==> config.mk <==
export PLATFORM = sky130hd
export DESIGN_NAME = obstacle_scheduler
export DESIGN_NICKNAME = d
export VERILOG_FILES = /design/src/rtl/obstacle_pkg.sv /design/src/rtl/slot_finder.sv /design/src/rtl/obstacle_scheduler.sv
export SDC_FILE = /design/constraint.sdc
export NUM_CORES = 1
export LEC_CHECK = 0
export CORE_ASPECT_RATIO = 1.5
export CORE_MARGIN = 2
export CORE_UTILIZATION = 35
export DETAILED_ROUTE_END_ITERATION = 16
export RECOVER_POWER = 100
export REMOVE_ABC_BUFFERS = 1
export SLEW_MARGIN = 20
export SYNTH_ARGS = -nofsm -noshare
export SYNTH_HDL_FRONTEND = slang
export SYNTH_SLANG_ARGS = --single-unit
==> constraint.sdc <==
create_clock -name clk -period 4.5 [get_ports clk]
set_input_delay 0.45 -clock clk [delete_from_list [all_inputs] [get_ports clk]]
set_output_delay 0.45 -clock clk [all_outputs]
set_load 0.005 [all_outputs]
==> src/rtl/obstacle_pkg.sv <==
// Shared types and widths for the scrolling obstacle field.
package obstacle_pkg;

  // Screen x coordinate width; comparisons use one extra bit so x+width cannot wrap.
  localparam int X_W   = 13;
  localparam int CMP_W = X_W + 1;

  typedef enum logic [1:0] {
    IDLE,
    SCROLL,
    CHECK,
    SPAWN_WAIT
  } sched_state_t;

  typedef struct packed {
    logic           valid;
    logic [X_W-1:0] x;
    logic [15:0]    freq;
    logic [7:0]     note;
  } obstacle_t;

endpackage

==> src/rtl/slot_finder.sv <==
// Lowest-index free-slot priority encoder for the obstacle pool.
module slot_finder #(
  parameter int NUM_SLOTS = 4,
  parameter int IDX_W     = 2
) (
  input  logic [NUM_SLOTS-1:0] valid_in,
  output logic                 found_out,
  output logic [IDX_W-1:0]     index_out
);

  // Scan from the top down so the lowest free index is the last one written.
  always_comb begin
    // NOTE: every combinational output gets a default first, so no path can infer a latch.
    found_out = 1'b0;
    index_out = '0;
    for (int i = NUM_SLOTS - 1; i >= 0; i--) begin
      if (!valid_in[i]) begin
        found_out = 1'b1;
        index_out = IDX_W'(i);
      end
    end
  end

endmodule

==> src/rtl/obstacle_scheduler.sv <==
// Frame-synchronous obstacle pool: scrolls active slots once per frame,
// spawns new obstacles through a req/ack handshake and scores passes.
module obstacle_scheduler
  import obstacle_pkg::*;
#(
  parameter int NUM_SLOTS    = 4,
  parameter int SCREEN_WIDTH = 1280,
  parameter int BLOCK_WIDTH  = 32,
  parameter int SPEED        = 2,
  parameter int SPACING      = 320,
  parameter int PLAYER_X     = 200
) (
  input  logic                           clk,
  input  logic                           rst,
  input  logic                           new_frame,
  input  logic                           game_active,
  input  logic                           spawn_ack,
  input  logic [15:0]                    spawn_freq_in,
  input  logic [7:0]                     spawn_note_in,
  output logic                           spawn_req,
  output logic [NUM_SLOTS-1:0]           obs_valid_out,
  output logic [NUM_SLOTS-1:0][X_W-1:0]  obs_x_out,
  output logic [NUM_SLOTS-1:0][15:0]     obs_freq_out,
  output logic [NUM_SLOTS-1:0][7:0]      obs_note_out,
  output logic [15:0]                    score_out,
  output logic                           pass_pulse,
  output logic                           frame_overrun,
  output logic                           busy_out
);

  localparam int IDX_W  = (NUM_SLOTS > 1) ? $clog2(NUM_SLOTS) : 1;
  localparam int DIST_W = $clog2(SPACING + SPEED + 1);

  localparam logic [IDX_W-1:0]  LAST_IDX  = IDX_W'(NUM_SLOTS - 1);
  localparam logic [CMP_W-1:0]  SPEED_C   = CMP_W'(SPEED);
  localparam logic [CMP_W-1:0]  BLOCK_C   = CMP_W'(BLOCK_WIDTH);
  localparam logic [CMP_W-1:0]  PLAYER_C  = CMP_W'(PLAYER_X);
  localparam logic [DIST_W-1:0] SPACING_C = DIST_W'(SPACING);
  localparam logic [DIST_W-1:0] STEP_C    = DIST_W'(SPEED);
  localparam logic [X_W-1:0]    SPAWN_X   = X_W'(SCREEN_WIDTH);

  sched_state_t      state_q, state_d;
  logic [IDX_W-1:0]  idx_q, idx_d;
  obstacle_t         slots_q [NUM_SLOTS];
  obstacle_t         slots_d [NUM_SLOTS];
  logic [15:0]       score_q, score_d;
  logic [DIST_W-1:0] dist_q, dist_d;
  logic              spawn_req_q, spawn_req_d;
  logic              pass_q, pass_d;
  logic              overrun_q, overrun_d;

  logic [NUM_SLOTS-1:0] valid_vec;
  logic                 free_found;
  logic [IDX_W-1:0]     free_idx;
  obstacle_t            cur_slot, scrolled_slot;
  logic                 scroll_pass;
  logic [CMP_W-1:0]     old_x_c, new_x_c;
  logic [DIST_W-1:0]    dist_sum, dist_sat;

  // Flatten slot valids for the free-slot encoder.
  always_comb begin
    valid_vec = '0;
    for (int i = 0; i < NUM_SLOTS; i++) valid_vec[i] = slots_q[i].valid;
  end

  slot_finder #(
    .NUM_SLOTS (NUM_SLOTS),
    .IDX_W     (IDX_W)
  ) u_slot_finder (
    .valid_in  (valid_vec),
    .found_out (free_found),
    .index_out (free_idx)
  );

  // Scroll datapath for the slot currently addressed by idx_q.
  always_comb begin
    cur_slot      = slots_q[idx_q];
    old_x_c       = {1'b0, cur_slot.x};
    new_x_c       = old_x_c - SPEED_C;
    scrolled_slot = cur_slot;
    scroll_pass   = 1'b0;
    if (cur_slot.valid) begin
      if (old_x_c < SPEED_C) begin
        // Leaving the screen: retire in place, x is left as it was.
        scrolled_slot.valid = 1'b0;
      end else begin
        scrolled_slot.x = new_x_c[X_W-1:0];
        scroll_pass     = (old_x_c + BLOCK_C >= PLAYER_C) &&
                          (new_x_c + BLOCK_C <  PLAYER_C);
      end
    end
  end

  // Spawn distance advances by one scroll step and saturates at SPACING.
  always_comb begin
    dist_sum = dist_q + STEP_C;
    dist_sat = (dist_sum >= SPACING_C) ? SPACING_C : dist_sum;
  end

  // Next-state logic for the scheduler FSM and all registered outputs.
  always_comb begin
    state_d     = state_q;
    idx_d       = idx_q;
    slots_d     = slots_q;
    score_d     = score_q;
    dist_d      = dist_q;
    spawn_req_d = spawn_req_q;
    pass_d      = 1'b0;
    overrun_d   = new_frame && (state_q != IDLE);

    if (state_q != IDLE && !game_active) begin
      // Game paused mid-frame: abandon the frame, keep what was already scrolled.
      state_d     = IDLE;
      idx_d       = '0;
      spawn_req_d = 1'b0;
    end else begin
      case (state_q)
        IDLE: begin
          if (new_frame && game_active) begin
            state_d = SCROLL;
            idx_d   = '0;
          end
        end
        SCROLL: begin
          slots_d[idx_q] = scrolled_slot;
          if (scroll_pass) begin
            pass_d  = 1'b1;
            score_d = (score_q == 16'hFFFF) ? score_q : score_q + 16'd1;
          end
          if (idx_q == LAST_IDX) state_d = CHECK;
          else                   idx_d   = idx_q + 1'b1;
        end
        CHECK: begin
          dist_d  = dist_sat;
          state_d = (dist_sat >= SPACING_C && free_found) ? SPAWN_WAIT : IDLE;
        end
        SPAWN_WAIT: begin
          // First cycle raises the request; ack is only honoured once it is visible.
          if (!spawn_req_q) begin
            spawn_req_d = 1'b1;
          end else if (spawn_ack) begin
            if (free_found) begin
              slots_d[free_idx] = '{valid: 1'b1, x: SPAWN_X,
                                    freq: spawn_freq_in, note: spawn_note_in};
            end
            dist_d      = '0;
            spawn_req_d = 1'b0;
            state_d     = IDLE;
          end
        end
        default: state_d = IDLE;
      endcase
    end
  end

  // Single state register for the FSM, pool and counters.
  always_ff @(posedge clk) begin
    if (rst) begin
      state_q     <= IDLE;
      idx_q       <= '0;
      score_q     <= '0;
      dist_q      <= SPACING_C;
      spawn_req_q <= 1'b0;
      pass_q      <= 1'b0;
      overrun_q   <= 1'b0;
      // NOTE: the slot pool is reset because sprites read valid/x directly; stale valids would draw phantom blocks.
      for (int i = 0; i < NUM_SLOTS; i++) slots_q[i] <= '0;
    end else begin
      // NOTE: non-blocking assignments so every flop samples the pre-edge value of the others.
      state_q     <= state_d;
      idx_q       <= idx_d;
      score_q     <= score_d;
      dist_q      <= dist_d;
      spawn_req_q <= spawn_req_d;
      pass_q      <= pass_d;
      overrun_q   <= overrun_d;
      slots_q     <= slots_d;
    end
  end

  // Outputs come straight from flops.
  always_comb begin
    for (int i = 0; i < NUM_SLOTS; i++) begin
      obs_valid_out[i] = slots_q[i].valid;
      obs_x_out[i]     = slots_q[i].x;
      obs_freq_out[i]  = slots_q[i].freq;
      obs_note_out[i]  = slots_q[i].note;
    end
  end

  assign spawn_req     = spawn_req_q;
  assign score_out     = score_q;
  assign pass_pulse    = pass_q;
  assign frame_overrun = overrun_q;
  assign busy_out      = (state_q != IDLE);

endmodule

---- Word-level counts from Yosys, hierarchy flattened ----
Cells that the tools add are included.
word-level totals
  bits in registers ....................... 184
  logic and storage cells ................. 116
  output and inout port bits .............. 172
cells by class
  reductions and logical operators ........ 20
  bitwise gates (word level) .............. 5
  $add $sub $neg .......................... 6
  muxes and demuxes ....................... 42
  magnitude comparators ................... 9
  eq/ne operators ......................... 11
operators with widths
  cell                                                   number
  2-to-1 mux 152 bit                                     3
  bitwise mux 152 bit                                    2
  one-hot mux 152 bit (2 select lines)                   1
  demux 38 bit (select 2 bit)                            2
  2-to-1 mux 38 bit                                      4
  binary-select mux 38 bit (select 2 bit)                1
  2-to-1 mux 9 bit                                       3
  2-to-1 mux 2 bit                                       11
  >= comparator 9 bit (second input constant)            2
  one-hot mux 9 bit (2 select lines)                     1
  adder 16 x 1 -> 16 bit (second input constant)         1
  equality test 16 bit (second input constant)           1
  adder 13 x 6 -> 14 bit (second input constant)         1
  adder 14 x 6 -> 14 bit (second input constant)         1
  >= comparator 14 x 8 -> 1 bit (second input constant)  1
  < comparator 14 x 8 -> 1 bit (second input constant)   1
  2-to-1 mux 14 bit                                      1
  subtractor 13 x 2 -> 14 bit (second input constant)    1
  < comparator 13 x 2 -> 1 bit (second input constant)   1
  2-to-1 mux 13 bit                                      1
  != test 2 bit (second input constant)                  6
  AND reduction 4 bit                                    3
  2-to-1 mux 1 bit                                       10
  adder 9 x 2 -> 9 bit (second input constant)           1
  other kinds (17)                                       33

---- Depth between registers and ports, before layout ----
  depth after elaboration ................. 14
  depth in mapped cells ................... 16

---- Cells and area by module ----
From an unflattened synthesis, not the netlist that was laid out.
unflattened totals
  cell total of the unflattened synthesis .. 1000
  area, all modules ....................... 9049.9 µm²
by module, submodules not included
  module              seq. area each (µm²)  instances  cells an instance  area an instance (µm²)
  obstacle_scheduler  3663.5                1          995                9021.2
  slot_finder         0.0                   1          5                  28.8

---- Least setup slack after synthesis ----
No wires, ideal clock.
  kind .................................... register to register
  start point ............................. reg idx_q[1]
  end point ............................... reg score_q[8], in the netlist score_out[8]
  stages on the path, launching flop included .. 16
  required time ........................... 4429 ps
  library setup time ...................... 71 ps
  arrival time ............................ 3431 ps
  slack ................................... 998 ps
  path through ............................ dfxtp_1 buf_6 buf_6 mux4_2 buf_2 inv_1 ha_1 inv_1 or3_1 a31oi_1 xor2_1 o31ai_1 nand4b_1 buf_2 or4_1 a21oi_1
between the ends
  longest elaborated chain between the ends .. 11
  elaborated cells on any way between the ends .. 14
RTL lines
  what                                                     line                       text
  start: declaration                                       obstacle_scheduler.sv:43   logic [IDX_W-1:0] idx_q, idx_d;
  start signal: assignment                                 obstacle_scheduler.sv:171  idx_q <= idx_d;
  NOT 2 -> 3 bit (not written as such) *                   obstacle_scheduler.sv:77   cur_slot = slots_q[idx_q];
  binary-select mux 38 bit (select 2 bit) *                obstacle_scheduler.sv:77
  2-to-1 mux 38 bit (not written as such) * (2 in series)  obstacle_scheduler.sv:77
  subtractor 13 x 2 -> 14 bit                              obstacle_scheduler.sv:79   new_x_c = old_x_c - SPEED_C;
  adder 14 x 6 -> 14 bit                                   obstacle_scheduler.sv:89   (new_x_c + BLOCK_C < PLAYER_C);
  < comparator 14 x 8 -> 1 bit                             obstacle_scheduler.sv:89
  logical AND 1 bit                                        obstacle_scheduler.sv:88   scroll_pass = (old_x_c + BLOCK_C >= PLAYER_C) &&
  2-to-1 mux 1 bit                                         obstacle_scheduler.sv:83   if (old_x_c < SPEED_C) begin
  2-to-1 mux 1 bit *                                       obstacle_scheduler.sv:82   if (cur_slot.valid) begin
  AND reduction 4 bit (no source line) *                   --
  end signal: assignment                                   obstacle_scheduler.sv:172  score_q <= score_d;
  end: declaration                                         obstacle_scheduler.sv:46   logic [15:0] score_q, score_d;
Every way passes the cells marked *; elsewhere a longest branch is shown, timed or not. The select of a mux whose other input is x is not followed.
A chain may end at the register's enable or synchronous reset.

---- Worst setup path after layout ----
  start point ............................. reg idx_q[0]
  end point ............................... reg slots_q (netlist bit obs_freq_out[9])
between the ends
  longest elaborated chain between the ends .. 7
  elaborated cells on any way between the ends .. 11
RTL lines
  what                                                                                             line                                                 text
  NOT 2 -> 3 bit (not written as such) *                                                           obstacle_scheduler.sv:77, obstacle_scheduler.sv:125
  >= comparator 3 bit (not written as such) / < comparator 3 x 1 -> 1 bit (equally long branches)  obstacle_scheduler.sv:125                            slots_d[idx_q] = scrolled_slot;
  logical AND 1 bit (not written as such)                                                          obstacle_scheduler.sv:125
  2-to-1 mux 38 bit (not written as such)                                                          obstacle_scheduler.sv:125
  demux 38 bit (select 2 bit)                                                                      obstacle_scheduler.sv:125
  bitwise mux 152 bit *                                                                            obstacle_scheduler.sv:125
  one-hot mux 152 bit (2 select lines) *                                                           obstacle_scheduler.sv:117                            case (state_q)
  end signal: assignment                                                                           obstacle_scheduler.sv:177                            slots_q <= slots_d;
  end: declaration                                                                                 obstacle_scheduler.sv:44                             obstacle_t slots_q [NUM_SLOTS];
Marks and branches as above.

==> flow_summary.ini <==
[yosys]
ys_warn_count = 0
synth_async_sr_flop_share = 0
syn-cell-area_mm2 = 0.00901
ys_types = 53
synth_edf_count = 0
synthCells = 1000
ys_seq_area_frac = 0.407
ys_ff_latch = 183
avgSynthCellArea_um2 = 9.01
synth_ff_type = dfxtp_1

[detailed_routing]
wl_per_cell_um = 21.9
via_per_inst = 5.96
drt_iter0_drc = 729
final_antenna_net_count = 0
drc_errors = 0
finalWirelength_mm = 32.8
num_vias = 8940
firstDrtPassIters = 6

[clock_tree]
cts_setup_buffers = 0
cts_buffers = 17
cts.htree.levels = 4
numClockSinks = 183
clk_pin_slew_worst_paths_ns = 0.08
tritoncts = done
ctsLongestPathBuffers = 2
cts-root-buf = clkbuf_16
clk_latency_ns = 0.45

[global_routing]
grt-ovfl-total = 0
grt_max_degree = 116
antenna_found_initial = 1
grt_pass1_wl_mm = 50.7
grt_use_total = 0.239
grt_pass1_vias = 8660

[timing]
fin_crit_sh = 0.927
slew_violations = 39
relSlewSlack = -0.123
finClkSkew_ns = 0.0103
setup_violations = 0
period_minus_slack_ns = 4.17
hold_slack_ns = 0.502
tightest_slew_ns = 1.68
fmax_mhz = 240
hold_violations = 0
rsz0062_at_grt = false
tns_ns = 0

[setup_path]
worstPathArrival_ns = 4.54
r2r_setup_slack_ns = 0.33
r2r_end = obs_freq_out[9]
crit_fanout = 34
endpoint = obs_freq_out[9]
critPathCaptureType = flip-flop
startpoint_type = flip-flop
critPathRequiredTime_ns = 4.86
cp-startpoint = idx_q[0]
reg2reg_depth = 11
timing.rr.start = idx_q[0]
path_class = reg2reg

[worst_hold_path]
hold_path.class = reg2reg
whs_path_depth = 2

[placed_design]
dp_hpwl_mm = 21.3
io_buffers = 200
placedCellCount = 1466
place_congestion = 0.917

[layout]
final-seq-area_mm2 = 0.00367
drive_gt1_frac = 0.0966
finalNonFillerCells = 1500
multi_input_area_mm2 = 0.00495
nets = 1197
area_delta_synth_final_pct = 32.0
n_fill_cell = 2417

[die]
initial_utilization = 0.357
fp.dieW_um = 135
core_area_mm2 = 0.0252
rows = 71
dieArea_mm2 = 0.0271
pin_count = 201
die_h_um = 200

[pwr]
power_density_mw_per_mm2 = 290
leakagePower_nw = 4.52
ir_worst_vdd_mv = 0.277
total_power_mw = 3.45

[outcome]
status = finished with violations
violations = capacitance limit, slew limit

[job]
maxCapViolCount = 2
==> worst min path at each step <==
stage | from | to
floorplan | dist_q[8] | dist_q[8]
global placement | score_out[6] | score_out[6]
detailed placement | score_out[6] | score_out[6]
CTS | score_out[6] | score_out[6]
global route | obs_note_out[9] | obs_note_out[9]
finish | score_out[6] | score_out[6]
==> power breakdown <==
| group | switching [mW] | leakage [nW] | internal (mW) |
|---|---|---|---|
| logic | 0.156 | 2.76 | 0.104 |
| clock network | 0.742 | 0.287 | 0.789 |
| registers | 0.0224 | 1.48 | 1.64 |
==> logic make-up after synthesis <==
group / Yosys count / share of synthesized area
DFF: 183 / 0.407
AOI/OAI and AO/OA: 226 / 0.192
adders and majority gates: 11 / 0.0153
and+or+nand+nor: 401 / 0.209
xor gates and xnor gates: 24 / 0.0233
buffers and inverters: 107 / 0.0470
muxes: 48 / 0.107
==> synth_stat cells, types with 2 or more instances <==
master / instances / share of area
buf_1: 7 / 0.0029
nor3_1: 108 / 0.060
mux2_1: 2 / 0.0025
nor2_1: 180 / 0.075
nor2b_1: 8 / 0.0056
a21o_1: 5 / 0.0042
buf_2: 5 / 0.0028
nand4_1: 10 / 0.0069
a221oi_1: 96 / 0.093
o21ai_0: 13 / 0.0072
a22oi_1: 45 / 0.038
nor3b_1: 3 / 0.0025
a31oi_1: 3 / 0.0021
nand3b_1: 3 / 0.0025
clkbuf_1: 79 / 0.033
xnor2_1: 17 / 0.017
mux4_2: 38 / 0.095
and4_1: 2 / 0.0019
or4_1: 12 / 0.010
nand2b_1: 4 / 0.0028
a21oi_1: 27 / 0.015
nand4b_1: 3 / 0.0029
and3_1: 3 / 0.0021
mux2_2: 3 / 0.0038
o31ai_1: 11 / 0.0092
ha_1: 11 / 0.015
nand2_1: 27 / 0.011
mux2i_1: 5 / 0.0056
a211oi_1: 15 / 0.013
inv_1: 14 / 0.0058
buf_6: 2 / 0.0025
and2_1: 5 / 0.0035
nand3_1: 19 / 0.011
nor4_1: 5 / 0.0035
dfxtp_1: 183 / 0.41
xor2_1: 7 / 0.0068
or3_1: 4 / 0.0028
==> routing by layer <==
metal  track usage  routed length (µm)
met5             0                   0
met2         0.403               16500
met3        0.0318                1850
met4         0.116                1250
met1         0.300               13200
==> sequential cells by signal (all words and copies together) (netlist names) <==
| name | flops |
|---|---|
| spawn_req | 1 |
| idx_q | 2 |
| obs_freq_out | 64 |
| obs_x_out | 52 |
| score_out | 16 |
| frame_overrun | 1 |
| state_q | 2 |
| obs_note_out | 32 |
| obs_valid_out | 4 |
| dist_q | 8 |
| pass_pulse | 1 |
==> timing repair <==
item | CTS | global route
endpoints found under the setup margin | 0 | 4
gates resized for setup | 0 | 1
hold buffers | 0 | 0
==> final cells by class <==
class,count,area share
diodes,2,0.000421
clock buffers,17,0.0358
clock inverters,15,0.0133
inverters,14,0.00442
multi-input cells,710,0.417
flip-flops and latches,183,0.309
well taps,328,0.0345
repair buffers,231,0.186
==> worst max-delay path, stage by stage (launching register included) <==
cell and delay (ns):
dfxtp_2 0.60, clkbuf_1 0.58, buf_4 0.51, inv_1 0.14
ha_1 0.21, and2_0 0.14, nor2b_1 0.26, clkbuf_1 0.32
a21oi_4 0.22, clkbuf_2 0.76, a221oi_1 0.11, nor3_1 0.20
==> cells in the final DEF, fill, tap and decap left out, drive strengths merged, types with 8 or more instances in the layout <==
master,count
dlygate4sd3,173
inv,23
o31ai,11
mux4,38
dfxtp,183
ha,11
nor3,108
nand2,27
buf,22
nor2,180
nand3,19
or4,13
a22oi,45
a21oi,27
o21ai,13
clkdlybuf4s50,26
a221oi,96
a211oi,15
nor2b,8
clkbuf,27
xnor2,17
nand4,10
==> stage by stage <==
step	area [µm²]	worst slack (ns)	utilization
global route	11900	0.103	0.471
finish	11900	0.327	0.471
floorplan	8640	-0.813	-
detailed placement	11400	0.460	0.450
global placement	11400	0.559	0.450
CTS	11900	0.415	0.473
(Power assumes the default switching activity.)
